===== src/rtl/sha3_stream_padder.sv =====
// sha3_stream_padder
//   Packs a valid/ready byte stream of W-byte beats into R-bit rate blocks for
//   the keccak core and applies FIPS 202 domain-separation padding
//   (DOMAIN = 8'h06 for SHA-3, 8'h1F for SHAKE).
//
// Parameters
//   D       capacity/2 (digest length); rate R = 1600 - 2*D (derived, fixed)
//   W       bytes per input beat; (R/8) % W must be 0
//   DOMAIN  domain suffix byte
//
// Ports
//   clk        clock, rising edge
//   reset      asynchronous, active-high
//   in_data    W message bytes, byte 0 in the most significant byte lane
//   in_nbytes  valid byte count on a last beat (0..W, larger values mean W)
//   in_last    beat ends the message
//   in_valid   beat offered
//   in_ready   beat accepted when in_valid & in_ready
//   blk_data   rate block, block byte k at blk_data[R-1-8k -: 8]
//   blk_valid  blk_data holds a complete block
//   blk_ready  core takes the block when blk_valid & blk_ready
//   blk_last   block is the final, padded block of the message
module sha3_stream_padder #(
    parameter int         D      = 256,
    parameter int         W      = 8,
    parameter logic [7:0] DOMAIN = 8'h06,
    localparam int        R      = 1600 - 2*D
) (
    input  logic                       clk,
    input  logic                       reset,
    input  logic [8*W-1:0]             in_data,
    input  logic [$clog2(W+1)-1:0]     in_nbytes,
    input  logic                       in_last,
    input  logic                       in_valid,
    output logic                       in_ready,
    output logic [R-1:0]               blk_data,
    output logic                       blk_valid,
    input  logic                       blk_ready,
    output logic                       blk_last
);

    localparam int RB = R / 8;
    localparam int CW = $clog2(RB + 1);
    localparam logic [CW-1:0] RB_C = CW'(RB);
    localparam logic [CW-1:0] W_C  = CW'(W);

    localparam logic [1:0] FILL   = 2'd0;
    localparam logic [1:0] HOLD   = 2'd1;
    localparam logic [1:0] PADBLK = 2'd2;

    if ((RB % W) != 0) begin : g_bad_width
        $error("sha3_stream_padder: rate in bytes must be a multiple of W");
    end

    logic [1:0]    state;
    logic [1:0]    state_n;
    logic          rdy;
    logic          pad_pend;
    logic [CW-1:0] cnt;
    logic [CW-1:0] nb;
    logic [CW-1:0] pos_end;
    logic [R-1:0]  nxt;
    logic [7:0]    b;

    assign in_ready  = rdy;
    assign blk_valid = (state == HOLD);

    // Bytes carried by the current beat, clamped to W.
    always_comb begin
        if (in_last && (int'(in_nbytes) < W))
            nb = CW'(in_nbytes);
        else
            nb = W_C;
        pos_end = cnt + nb;
    end

    // Block contents after accepting the current beat. Unwritten bytes are
    // already zero because the buffer is cleared on every handshake.
    always_comb begin
        nxt = blk_data;
        b   = '0;
        for (int unsigned k = 0; k < RB; k++) begin
            b = blk_data[R-1-8*k -: 8];
            if ((k >= 32'(cnt)) && (k < 32'(pos_end)))
                b = in_data[8*W-1-8*(k-32'(cnt)) -: 8];
            if (in_last && (pos_end < RB_C)) begin
                if (k == 32'(pos_end))
                    b = DOMAIN;
                if (k == RB - 1)
                    b = b | 8'h80;
            end
            nxt[R-1-8*k -: 8] = b;
        end
    end

    always_comb begin
        state_n = state;
        case (state)
            FILL:    if (in_valid && rdy && (in_last || (pos_end == RB_C)))
                         state_n = HOLD;
            HOLD:    if (blk_ready)
                         state_n = pad_pend ? PADBLK : FILL;
            PADBLK:  state_n = HOLD;
            default: state_n = FILL;
        endcase
    end

    always_ff @(posedge clk or posedge reset) begin
        if (reset) begin
            state    <= FILL;
            rdy      <= 1'b0;
            pad_pend <= 1'b0;
            cnt      <= '0;
            blk_data <= '0;
            blk_last <= 1'b0;
        end else begin
            state <= state_n;
            // Ready is registered from the next state, so it never depends
            // combinationally on blk_ready.
            rdy   <= (state_n == FILL);
            case (state)
                FILL: begin
                    if (in_valid && rdy) begin
                        blk_data <= nxt;
                        cnt      <= pos_end;
                        // A last beat that exactly fills the block leaves no
                        // room for padding: emit it unpadded, pad block next.
                        blk_last <= in_last && (pos_end != RB_C);
                        pad_pend <= in_last && (pos_end == RB_C);
                    end
                end
                HOLD: begin
                    if (blk_ready) begin
                        blk_data <= '0;
                        cnt      <= '0;
                        blk_last <= 1'b0;
                    end
                end
                PADBLK: begin
                    blk_data <= {DOMAIN, {(R-16){1'b0}}, 8'h80};
                    blk_last <= 1'b1;
                    pad_pend <= 1'b0;
                end
                default: ;
            endcase
        end
    end

endmodule


===== config.mk =====
export PLATFORM = sky130hd
export DESIGN_NAME = sha3_stream_padder
export DESIGN_NICKNAME = d
export VERILOG_FILES = /design/src/rtl/sha3_stream_padder.sv
export SDC_FILE = /design/constraint.sdc
export NUM_CORES = 2
export LEC_CHECK = 0
export CAP_MARGIN = 20
export CORE_AREA = 2 2 451 453
export DETAILED_ROUTE_END_ITERATION = 10
export DIE_AREA = 0 0 453 455
export GPL_TIMING_DRIVEN = 0
export SYNTH_ARGS = -nofsm -noshare
export SYNTH_HDL_FRONTEND = slang
export SYNTH_SLANG_ARGS = --single-unit

===== constraint.sdc =====
create_clock -name clk -period 36.8 [get_ports clk]
set_input_delay 3.68 -clock clk [delete_from_list [all_inputs] [get_ports clk]]
set_output_delay 3.68 -clock clk [all_outputs]
set_load 0.005 [all_outputs]

==> out/results.env <==
RESULT_OF_THE_RUN='completed'
POWERDENSITY_nW_PER_UM2=94.5
DETAIL_ROUTE.VIAS_PER_CELL=6.16
CTS_NUM_SINKS=1101
DIE-AREA_UM2=206000
SYNTH_AREA_LEADER_CELL='sky130_fd_sc_hd__dfrtp_1'
TOTALPOWERFINAL_uW=7020
CLOCK_TREE.HTREE_LEVEL_COUNT=3
YOSYS_WARNINGS=0
REG2REG_SLACK_NS=27.79
FINALSETUPVIOLATIONS=0
POST_SYNTH_INSTANCE_AREA_UM2=53000
CTS_INSERTED_BUFFERS=120
PLACEMENT_ROWS=165
CRITICAL_PATH_PEAK_FANOUT=10
DP_CELLS=8932
YOSYSSEQAREASHARE_PCT=52.0
WORST-SETUP-PATH-TYPE='input pin to flip-flop'
PLACE_WS_NS=26.46
WIRE_LENGTH_OF_THE_FIRST_GLOBAL_ROUTING_PASS_UM=535000
CRITICAL_PATH_ARRIVAL_NS=10.78
IO_PINS=1164
CRITPATHLAUNCHTYPE='input pin'
DETAILROUTE.VIA_COUNT=56800
POSTROUTEANTENNANETS=0
DETAILEDPLACEMENTHPWL_UM=327000
CORE_AREA_UM2=201000
SYNTH_EDF_COUNT=0
MAX_SLEW.WORST_PIN.SLEW_NS=1.43
CLOCKBUFFERDEPTH=3
CLOCK_INSERTION_DELAY_WORST_SKEW_NS=0.86
CLK_TRANSITION_REPORTED_PATHS_NS=0.07
GRT.TOTAL_USAGE_PCT=39.3
DIE_W_UM=453
SYNTH_CELL_TYPE_COUNT=102
CRIT_PATH_TOP_DELAY_CELL='sky130_fd_sc_hd__clkdlybuf4s50_1'
GRT_OVERFLOW=0
FMAXACHIEVABLE_MHz=99.5
GRT_SETUP_UNREPAIRED='false'
AVGROUTEDWIREPERCELL_UM=45.6
TOTALNEGATIVESETUPSLACK_NS=0
CTS_HOLD_BUF=0
SLEW_HEADROOM_PCT=4.92
WORST_PATH_TOP_CELL_FAMILY_BY_DELAY='compound AO/OA/AOI/OAI gates'
START_UTIL_PCT=26.3
FINAL_CORE_UTILIZATION_PCT=36.9
POSTSYNTH.ASYNCRESETSHARE_PCT=100
POSTSYNTHCELLCOUNT=5004
FINALWEIGHTEDCONGESTION=1.08
SYNTHDOMINANTCELLAREASHARE_PCT=52.0
WORSTREG2REGSTART='cnt[3]'
WORST_R2R_ENDPOINT='blk_data[267]'
MOST_FREQUENT_CELLS_IN_THE_LAYOUT='sky130_fd_sc_hd__clkdlybuf4s50_1 (1,163), sky130_fd_sc_hd__dfrtp_1 (1,101), sky130_fd_sc_hd__nand2_1 (531)'
SYN_AVG_CELL_AREA_UM2=10.6
NUMBER_OF_ANTENNA_VIOLATIONS_AT_THE_FIRST_CHECK_IN_GLOBAL_ROUTING=67
CHIPHEIGHT_UM=455
TIMING.FINAL.WS_SETUP_NS=26.74
MIN_PERIOD_OVER_PERIOD_PCT=27.3
GRT_START_MAX_NET_PINS=130
MOST_COMMON_LIBRARY_CELL_IN_THE_LAYOUT_IGNORING_FILL_AND_TAPS='sky130_fd_sc_hd__clkdlybuf4s50_1'
WORST_R2R_PATH_DEPTH=14
POST-ROUTE-DRC-COUNT=0
VDD_DROP_MAX_uV=71.3
POSTSYNTHNETCOUNT=5138
CTS_RESIZED=0
POWER.LEAKAGE_uW=0.0309
FINALWORSTPATHREQUIREDPERIOD_NS=10.06
YOSYS_REGISTER_BITS=1101
MAXCAPVIOLATIONS=0
HOLD_PATH_DEPTH=2
NUMBER_OF_GLOBAL_ROUTE_VIAS_BEFORE_REPAIR=52900
HP-START='blk_data[907]'
MAXSLEWVIOLCOUNT=0
CRITICAL_PATH_BUFFER_AND_INVERTER_COUNT=4
HOLD_PATH_END='blk_data[907]'
REQUIRED_NS=37.53
CRITPATHCAPTURETYPE='flip-flop'
AREAGROWTHSYNTHTOFINISH_PCT=40.1
CTS_SETUP_BUFFERS=0
YOSYS-TOP-CELLS-AREA='sky130_fd_sc_hd__dfrtp_1 (52%), sky130_fd_sc_hd__a22o_1 (6.2%), sky130_fd_sc_hd__o2bb2ai_1 (4.2%)'
MIN-DELAY-PATH-CLASS='flip-flop to flip-flop'
FINALHOLDVIOLATIONS=0
FIN_WORST_SKEW_NS=0.0467
SHARE_OF_FINAL_LAYOUT_STANDARD_CELLS_STRONGER_THAN_DRIVE_STRENGTH_1_PCT=11.7
POST_LAYOUT_NONFILLER_INSTANCES=9216
DRT_WL_TOTAL_UM=420000
YS_DOMINANT_REG_CELL='sky130_fd_sc_hd__dfrtp_1'
TRITONCTS='yes'
CTS_ROOT_BUF='sky130_fd_sc_hd__clkbuf_16'
SERIES_OF_CELL_INSTANCES_ALONG_THE_CRITICAL_PATH='clkdlybuf4s50_1 > inv_1 > nor2_1 > and2_1 > ha_1 > a21o_1 > a211oi_1 > clkbuf_1 > o22ai_1 > nor3_4 > nand2_1 > buf_16 > o31ai_2 > o21ai_1 > a22o_1'
DR.PASS1.ITERS=9
TIMING.CRITICAL_PATH.SLOWEST_CELL_DELAY_NS=0.88
DESIGN.FINAL.NETS=6527
DRTITER0DRC=7911
PORT_BUFFERS=1163
## tightest hold or removal path, cell delays in order, from the launching register on
cell and delay [ns]:
sky130_fd_sc_hd__dfrtp_1 0.34, sky130_fd_sc_hd__nand2_1 0.05, sky130_fd_sc_hd__o21ai_0 0.06
## report_power, final
group / total (µW) / switching, µW / internal (µW)
combinational: 4280 / 3290 / 983
clock: 1330 / 574 / 753
sequential: 1410 / 92.5 / 1320
total: 7020 / 3960 / 3060
## state kept, by name (all words and copies together), names as in the netlist
| register | flops |
|---|---|
| cnt | 8 |
| pad_pend | 1 |
| blk_last | 1 |
| state | 2 |
| blk_data | 1088 |
| in_ready | 1 |
## kinds of logic (layout without fill, tap and decap cells)
logic type	Yosys count	in the layout	share of synthesized area [%]
and+or+nand+nor	1284	1284	11.1
buffers and inverters	406	1898	3.14
adders and majority gates	61	61	1.46
xor gates and xnor gates	83	83	1.44
muxes	115	115	3.69
DFF	1101	1101	52.0
other	0	48	0
AOI/OAI and AO/OA	1954	1954	27.1
## layout make-up
type	count	area [µm²]
timing repair buffer	1267	13300
clock buffer	150	3330
inverter	84	323
antenna	48	120
fill	20100	127000
clock inverter	75	927
sequential	1101	27600
tap	2672	3340
buffer	322	1430
multi-input combinational	3497	23900
## synthesized netlist by cell type, types with 81 or more instances
master                      count
sky130_fd_sc_hd__nand2_1      531
sky130_fd_sc_hd__a22o_1       375
sky130_fd_sc_hd__o21ai_0      408
sky130_fd_sc_hd__o221a_2       91
sky130_fd_sc_hd__clkbuf_1     199
sky130_fd_sc_hd__dfrtp_1     1101
sky130_fd_sc_hd__o2bb2ai_1    252
sky130_fd_sc_hd__inv_1         81
sky130_fd_sc_hd__o21ai_1      102
sky130_fd_sc_hd__a21oi_1      259
sky130_fd_sc_hd__nand3_1       87
sky130_fd_sc_hd__nor2_1       304
## metrics by stage
step,hold WS [ns],instance area (µm²)
detailed placement,0.469,69700
global route,0.500,74100
global placement,0.462,67900
floorplan,0.463,53000
finish,0.478,74200
CTS,0.483,74000
## layer usage
layer | wire length, µm | share of wire (%) | track usage [%] | vias to the layer above
li1 | - | - | - | 21700
met3 | 45500 | 11 | 13.6 | 1189
met4 | 34800 | 8.3 | 27.1 | 34
met1 | 156000 | 37 | 46.7 | 29300
met5 | 356 | 0.085 | 0.345 | -
met2 | 183000 | 44 | 59.6 | 4520
## worst max path at each step
stage | startpoint | endpoint | slack, ns | cells after the start
after floorplan | reset | blk_data[0] | 2.12 | 1
final | in_last | blk_data[20] | 26.74 | 15
after detailed placement | in_last | blk_data[20] | 26.46 | 15
after global placement | reset | blk_data[277] | -10.55 | 2
after CTS | in_last | blk_data[16] | 27.32 | 15
after global routing | in_last | blk_data[16] | 26.89 | 15
Note: power is estimated with default switching activity, not from simulation.
